**src/rtl/decode_pipe_reg_hz.sv**
```systemverilog
// ---------------------------------------------------------------------------
// decode_pipe_reg_hz
//
// Decode stage with the D->E pipeline register. It contains:
//   - a 16-entry register file with write-through bypass from writeback
//   - operand selection (immediate / store data / return-address read)
//   - load-use interlock detection and the fetch stall
//   - the D->E register with valid bit, hold, bubble and flush
//   - a saturating count of load-use bubbles
//
// Ports:
//   clk, rst                   clock, synchronous active-high reset
//   valid_D, pc_D, instruction_D, imm_D, branch_target_D, ctrl_D,
//   is_*_D, use_rs1_D, use_rs2_D
//                              decode-stage instruction and decoded control
//   wb_en, wb_reg, wb_data     writeback port into the register file
//   flush_E                    branch taken in execute, kill the D->E transfer
//   hold_E                     downstream stall, freeze the D->E register
//   stall_F                    fetch/decode must hold the current instruction
//   valid_E, pc_E, ... rd_E    registered execute-stage view of the instruction
//   stall_cnt                  saturating count of load-use bubbles
// ---------------------------------------------------------------------------
module decode_pipe_reg_hz #(
  parameter int          DATA_W    = 32,
  parameter int          CTRL_W    = 12,
  parameter int          RA_REG    = 15,
  parameter logic [31:0] NOP_INSTR = 32'h6800_0000,
  parameter int          CNT_W     = 16
) (
  input  logic              clk,
  input  logic              rst,

  input  logic              valid_D,
  input  logic [DATA_W-1:0] pc_D,
  input  logic [31:0]       instruction_D,
  input  logic [DATA_W-1:0] imm_D,
  input  logic [DATA_W-1:0] branch_target_D,
  input  logic              is_st_D,
  input  logic              is_ret_D,
  input  logic              is_imm_D,
  input  logic              is_ld_D,
  input  logic              is_wb_D,
  input  logic              use_rs1_D,
  input  logic              use_rs2_D,
  input  logic [CTRL_W-1:0] ctrl_D,

  input  logic              wb_en,
  input  logic [3:0]        wb_reg,
  input  logic [DATA_W-1:0] wb_data,

  input  logic              flush_E,
  input  logic              hold_E,

  output logic              stall_F,
  output logic              valid_E,
  output logic [DATA_W-1:0] pc_E,
  output logic [DATA_W-1:0] branch_target_E,
  output logic [DATA_W-1:0] a_E,
  output logic [DATA_W-1:0] b_E,
  output logic [DATA_W-1:0] rd2_E,
  output logic [31:0]       instr_E,
  output logic [CTRL_W-1:0] ctrl_E,
  output logic              is_st_E,
  output logic              is_ret_E,
  output logic              is_imm_E,
  output logic              is_ld_E,
  output logic              is_wb_E,
  output logic [3:0]        rs1_E,
  output logic [3:0]        rs2_E,
  output logic [3:0]        rd_E,
  output logic [CNT_W-1:0]  stall_cnt
);

  localparam logic [3:0]       RA_IDX  = RA_REG[3:0];
  localparam logic [CNT_W-1:0] CNT_MAX = '1;

  // Register file: not reset, and written regardless of rst/flush/hold.
  logic [DATA_W-1:0] rf [16];

  always_ff @(posedge clk) begin
    if (wb_en) begin
      rf[wb_reg] <= wb_data;
    end
  end

  // Read addresses. A return reads the link register on port 1; a store
  // reads its data register (the rd field) on port 2.
  logic [3:0] ra1;
  logic [3:0] ra2;
  logic [3:0] rd_D;

  always_comb begin
    ra1  = is_ret_D ? RA_IDX : instruction_D[21:18];
    ra2  = is_st_D ? instruction_D[25:22] : instruction_D[17:14];
    rd_D = instruction_D[25:22];
  end

  // Write-through bypass: a same-cycle write is visible to the read.
  logic [DATA_W-1:0] rd1;
  logic [DATA_W-1:0] rd2;
  logic [DATA_W-1:0] b_D;

  always_comb begin
    rd1 = (wb_en && (wb_reg == ra1)) ? wb_data : rf[ra1];
    rd2 = (wb_en && (wb_reg == ra2)) ? wb_data : rf[ra2];
    b_D = is_imm_D ? imm_D : rd2;
  end

  // Load-use interlock: the load in E has not produced its data yet, so a
  // dependent instruction in D must wait one cycle. A flush makes the
  // dependency moot, so it does not stall fetch by itself.
  logic lu;

  always_comb begin
    lu = valid_D && valid_E && is_ld_E &&
         ((use_rs1_D && (rd_E == ra1)) || (use_rs2_D && (rd_E == ra2)));
    stall_F = hold_E || (lu && !flush_E);
  end

  // D->E update priority: rst, flush, hold, load-use, empty D, capture.
  logic load_bubble;
  logic load_capture;
  logic count_lu;

  always_comb begin
    load_bubble  = 1'b0;
    load_capture = 1'b0;
    count_lu     = 1'b0;
    if (rst || flush_E) begin
      load_bubble = 1'b1;
    end else if (hold_E) begin
      load_bubble = 1'b0;
    end else if (lu) begin
      load_bubble = 1'b1;
      count_lu    = 1'b1;
    end else if (!valid_D) begin
      load_bubble = 1'b1;
    end else begin
      load_capture = 1'b1;
    end
  end

  always_ff @(posedge clk) begin
    if (load_bubble) begin
      valid_E         <= 1'b0;
      pc_E            <= '0;
      branch_target_E <= '0;
      a_E             <= '0;
      b_E             <= '0;
      rd2_E           <= '0;
      instr_E         <= NOP_INSTR;
      ctrl_E          <= '0;
      is_st_E         <= 1'b0;
      is_ret_E        <= 1'b0;
      is_imm_E        <= 1'b0;
      is_ld_E         <= 1'b0;
      is_wb_E         <= 1'b0;
      rs1_E           <= 4'd0;
      rs2_E           <= 4'd0;
      rd_E            <= 4'd0;
    end else if (load_capture) begin
      valid_E         <= 1'b1;
      pc_E            <= pc_D;
      branch_target_E <= branch_target_D;
      a_E             <= rd1;
      b_E             <= b_D;
      rd2_E           <= rd2;
      instr_E         <= instruction_D;
      ctrl_E          <= ctrl_D;
      is_st_E         <= is_st_D;
      is_ret_E        <= is_ret_D;
      is_imm_E        <= is_imm_D;
      is_ld_E         <= is_ld_D;
      is_wb_E         <= is_wb_D;
      // Effective read addresses, so E-stage forwarding sees what was read.
      rs1_E           <= ra1;
      rs2_E           <= ra2;
      rd_E            <= rd_D;
    end
  end

  always_ff @(posedge clk) begin
    if (rst) begin
      stall_cnt <= '0;
    end else if (count_lu && (stall_cnt != CNT_MAX)) begin
      stall_cnt <= stall_cnt + 1'b1;
    end
  end

endmodule

```
**config.mk**
```make
export PLATFORM = sky130hd
export DESIGN_NAME = decode_pipe_reg_hz
export DESIGN_NICKNAME = d
export VERILOG_FILES = /design/src/rtl/decode_pipe_reg_hz.sv
export SDC_FILE = /design/constraint.sdc
export NUM_CORES = 1
export LEC_CHECK = 0
export ABC_CLOCK_PERIOD_IN_PS = 7500
export CORE_ASPECT_RATIO = 1.1
export CORE_UTILIZATION = 60
export CTS_CLUSTER_DIAMETER = 150
export CTS_CLUSTER_SIZE = 8
export DETAILED_ROUTE_END_ITERATION = 7
export HOLD_SLACK_MARGIN = 0.1
export PLACE_DENSITY = 0.86
export REMOVE_ABC_BUFFERS = 1
export SYNTH_ARGS = -nofsm -noshare
export SYNTH_HDL_FRONTEND = slang
export SYNTH_SLANG_ARGS = --single-unit
```
**constraint.sdc**
```tcl
create_clock -name clk -period 7.5 [get_ports clk]
set_input_delay 1.5 -clock clk [delete_from_list [all_inputs] [get_ports clk]]
set_output_delay 1.5 -clock clk [all_outputs]
set_load 0.01 [all_outputs]
```
==> reports/qor_table.md <==
| Item | Reported |
|:---|:---|
| Run status | finished clean |
| Number of distinct library cell variants in the gate-level netlist after synthesis | 63 |
| Part of the power in combinational logic | 0.109 |
| Root Buffer | sky130_fd_sc_hd__clkbuf_16 |
| Number of cell instances on the worst register-to-register path | 7 |
| Standard-cell row count | 89 |
| Primary FF master, synth | sky130_fd_sc_hd__edfxtp_1 |
| Horizontal extent of the die | 226.0 µm |
| CP max-delay cell | sky130_fd_sc_hd__clkdlybuf4s50_1 |
| Crit-path cells | clkdlybuf4s50_1 -> mux2i_1 -> xnor2_1 -> nor3_4 -> a21oi_2 -> o21ai_0 -> clkdlybuf4s50_1 |
| Fraction of power spent switching nets | 0.2395 |
| Net switching power of the design | 2393 µW |
| Capturing element type of the critical path | primary output |
| Cell mode on critical path | sky130_fd_sc_hd__clkdlybuf4s50_1 |
| Share of cells above drive strength 1 | 0.1545 |
| Resized Gates After CTS | 0 |
| CORE AREA | 54,120 µm² |
| Finish-stage setup viols | 0 |
| Vertical die dimension | 248.4 µm |
| Final hold violation count | 0 |
| Hold/Removal Path Class | reg -> reg |
| Top area cells in the synthesized netlist | sky130_fd_sc_hd__edfxtp_1 46%, sky130_fd_sc_hd__mux4_2 15%, sky130_fd_sc_hd__dfxtp_1 14%, sky130_fd_sc_hd__o22ai_1 2.7%, sky130_fd_sc_hd__nor2_1 2.3% |
| Number of antenna violations at the first check in global routing | 17 |
| First-pass DRT Iterations | 8 |
| Top cells by count, synth | 512 x sky130_fd_sc_hd__edfxtp_1, 234 x sky130_fd_sc_hd__dfxtp_1, 220 x sky130_fd_sc_hd__mux4_2 |
| Count of flip-flops with a built-in enable after synthesis | 512 |
| Wire length of the first global-routing pass | 165.3 mm |
| MaxCap Viol Count | 0 |
| Initial Util | 0.6118 |
| Clock tree from TritonCTS | yes |
| Total via count after detailed routing | 26,090 |
| Number of DRC violations after detailed-routing iteration 0 | 3,446 |
| Number of max-slew violations in the final report | 0 |
| Synthesis-stage register bit count | 746 |
| Sequential share of power | 0.457 |
| Netlist area before placement | 33,110 µm² |
| Fraction of the yosys area taken by sequential cells | 0.6059 |
| Pin count of the biggest net entering global routing | 140 |
| Maximum single-stage delay on the critical path | 890 ps |
| Filler Cell Count | 3,125 |
| Clk sink count | 746 |
| Max transition margin | 0.1395 |
| Worst hold margin | 455.1 ps |
| Required time of the critical path | 6000 ps |
| Post-synthesis async set-or-reset flop share | 0 |
| Hpwl dp | 63.25 mm |
| Accumulated negative setup slack | 0 ps |
| Post-synth top area share | 0.4644 |
| Most frequently used cell type in the post-synthesis netlist | sky130_fd_sc_hd__edfxtp_1 |
| Wire length per cell | 32.17 µm |
| Achievable frequency | 159.6 MHz |
| Arrival time at the worst endpoint | 4760 ps |
| Leakage Power | 0.01350 µW |
| Number of standard cells after synthesis | 2,395 |
| Post-route total power | 9992 µW |
| Source-to-sink clock delay at the later pin of the worst-skew pair | 660 ps |
| IO buf count | 427 |
| Pint | 7599 µW |
| Post-detailed-route count of antenna-violating nets | 0 |
| Mean post-synth cell area | 13.82 µm² |
| Total congestion overflow after global routing | 0 |
| Setup repair after global routing missed its margin | no |
| Layout Skew | 19.35 ps |
| Ratio of final minimum period to clock period | 0.8352 |
| Routability cong. | 0.9015 |
| Shortest period the worst path allows | 6264 ps |
| Nature of the critical path startpoint | primary input |
| Overall global routing resource usage | 0.4103 |
| Clock transition time at the flip-flop clock pins of the worst setup and hold paths | 50 ps |
| Vias per cell | 7.272 |
| Final net count | 2,955 |
| Die Area | 56,120 µm² |
| Via count of the first global-routing pass | 26,290 |
| Final core occ | 0.7567 |
| Largest vdd supply drop | 225.3 µV |
| Number of buffers inserted during clock tree synthesis | 103 |
| Layout area overhead | 23.69% |
| Worst-Margin Slew | 1291 ps |
| Combined flip-flop and latch cell area | 20,060 µm² |
| Num ports | 428 |
| Number of hold-repair buffers added at the cts stage | 0 |
| Total routed wirelength | 115.4 mm |
| Number of buffers inserted by post-CTS setup repair | 0 |
| P per Cell Area | 244.0 nW/µm² |
| Largest area contributor in the netlist | sky130_fd_sc_hd__edfxtp_1 |
| Critical path start-end classification | in -> out |
| Clock power share | 0.434 |
| Total number of yosys warnings | 0 |
| Largest fanout of any net on the critical path | 26 |
| Maximum root-to-sink buffer count | 3 |
| Total number of H-tree levels | 3 |
| Footprint of the multi-input gates | 12,020 µm² |
| Number of cells on the worst hold path | 2 |
| DRC violations left | 0 |
[registers in the layout, summed over array words and instances, names as in the netlist]
signal,flops
is_st_E,1
rf,512
a_E,32
stall_cnt,16
rd2_E,32
is_ld_E,1
is_ret_E,1
valid_E,1
is_wb_E,1
pc_E,32
instr_E,32
branch_target_E,32
b_E,32
rs2_E,4
is_imm_E,1
ctrl_E,12
rs1_E,4
[kinds of logic (layout without fill, tap and decap cells)]
logic type,Yosys count,after routing,synth area share
adder cells (fa/ha/maj),1,1,0.0003779
AND/OR/NAND/NOR,498,498,0.07086
flip-flops,746,746,0.6059
other,0,17,0
buffers and inverters,282,729,0.03775
AO/OA/AOI/OAI,592,592,0.1178
XOR/XNOR,8,8,0.002116
multiplexers,268,268,0.1653
[final cells by class]
type | count | area share
sequential | 746 | 0.4898
timing repair buffer | 478 | 0.1142
tap | 728 | 0.02224
inverter | 69 | 0.006447
clock inverter | 4 | 0.0008555
clock buffer | 178 | 0.07189
multi-input combinational | 1367 | 0.2935
antenna | 17 | 0.001039
[critical path, delay by kind of cell]
kind	cells	cell delay, ps
AOI/OAI and AO/OA	2	1040
buffers and inverters	2	1410
muxes	1	470
and+or+nand+nor	1	110
xor gates and xnor gates	1	220
[metrics by stage]
step	worst slack [ps]	instance area, µm²	instances
after floorplan	-4309	32120	2182
after CTS	1317	40910	3570
final	1236	40950	3587
after global routing	1129	40940	3583
after global placement	1463	37930	3388
after detailed placement	1345	37930	3388
[routing by layer]
| metal | vias to the layer above | wire length, µm | GRT usage |
|---|---|---|---|
| met2 | 2711 | 55070 | 0.6662 |
| li1 | 10240 | - | - |
| met1 | 12440 | 34640 | 0.4545 |
| met5 | - | 20 | 0 |
| met4 | 4 | 10140 | 0.3407 |
| met3 | 688 | 15530 | 0.1105 |
[final timing paths]
| path | slack (ps) | endpoint | startpoint |
|---|---|---|---|
| max | 1240 | stall_F | is_st_D |
| min | 460 | rd2_E[5] | rd2_E[5] |
| max reg2reg | 4210 | branch_target_E[28] | instr_E[24] |
| min reg2reg | 460 | rd2_E[5] | rd2_E[5] |
[placed cells by master, fill, tap and decap left out, types with 71 or more instances in the layout]
cell type and n:
sky130_fd_sc_hd__edfxtp_1 512, sky130_fd_sc_hd__clkdlybuf4s50_1 421, sky130_fd_sc_hd__dfxtp_1 234, sky130_fd_sc_hd__mux4_2 220
sky130_fd_sc_hd__nor2_1 194, sky130_fd_sc_hd__o22ai_1 141, sky130_fd_sc_hd__o21ai_0 132, sky130_fd_sc_hd__clkbuf_16 107
sky130_fd_sc_hd__a22oi_1 97, sky130_fd_sc_hd__clkbuf_1 71
[power groups by stage]
stage	sequential [µW]	combinational [µW]	clock [µW]
2_1_floorplan	4640	528	0
3_3_place_gp	4630	1010	0
3_5_place_dp	4640	1040	0
4_1_cts	4560	1060	4340
5_1_grt	4570	1130	4520
6_report	4560	1090	4340
Note: power is estimated with default switching activity, not from simulation.
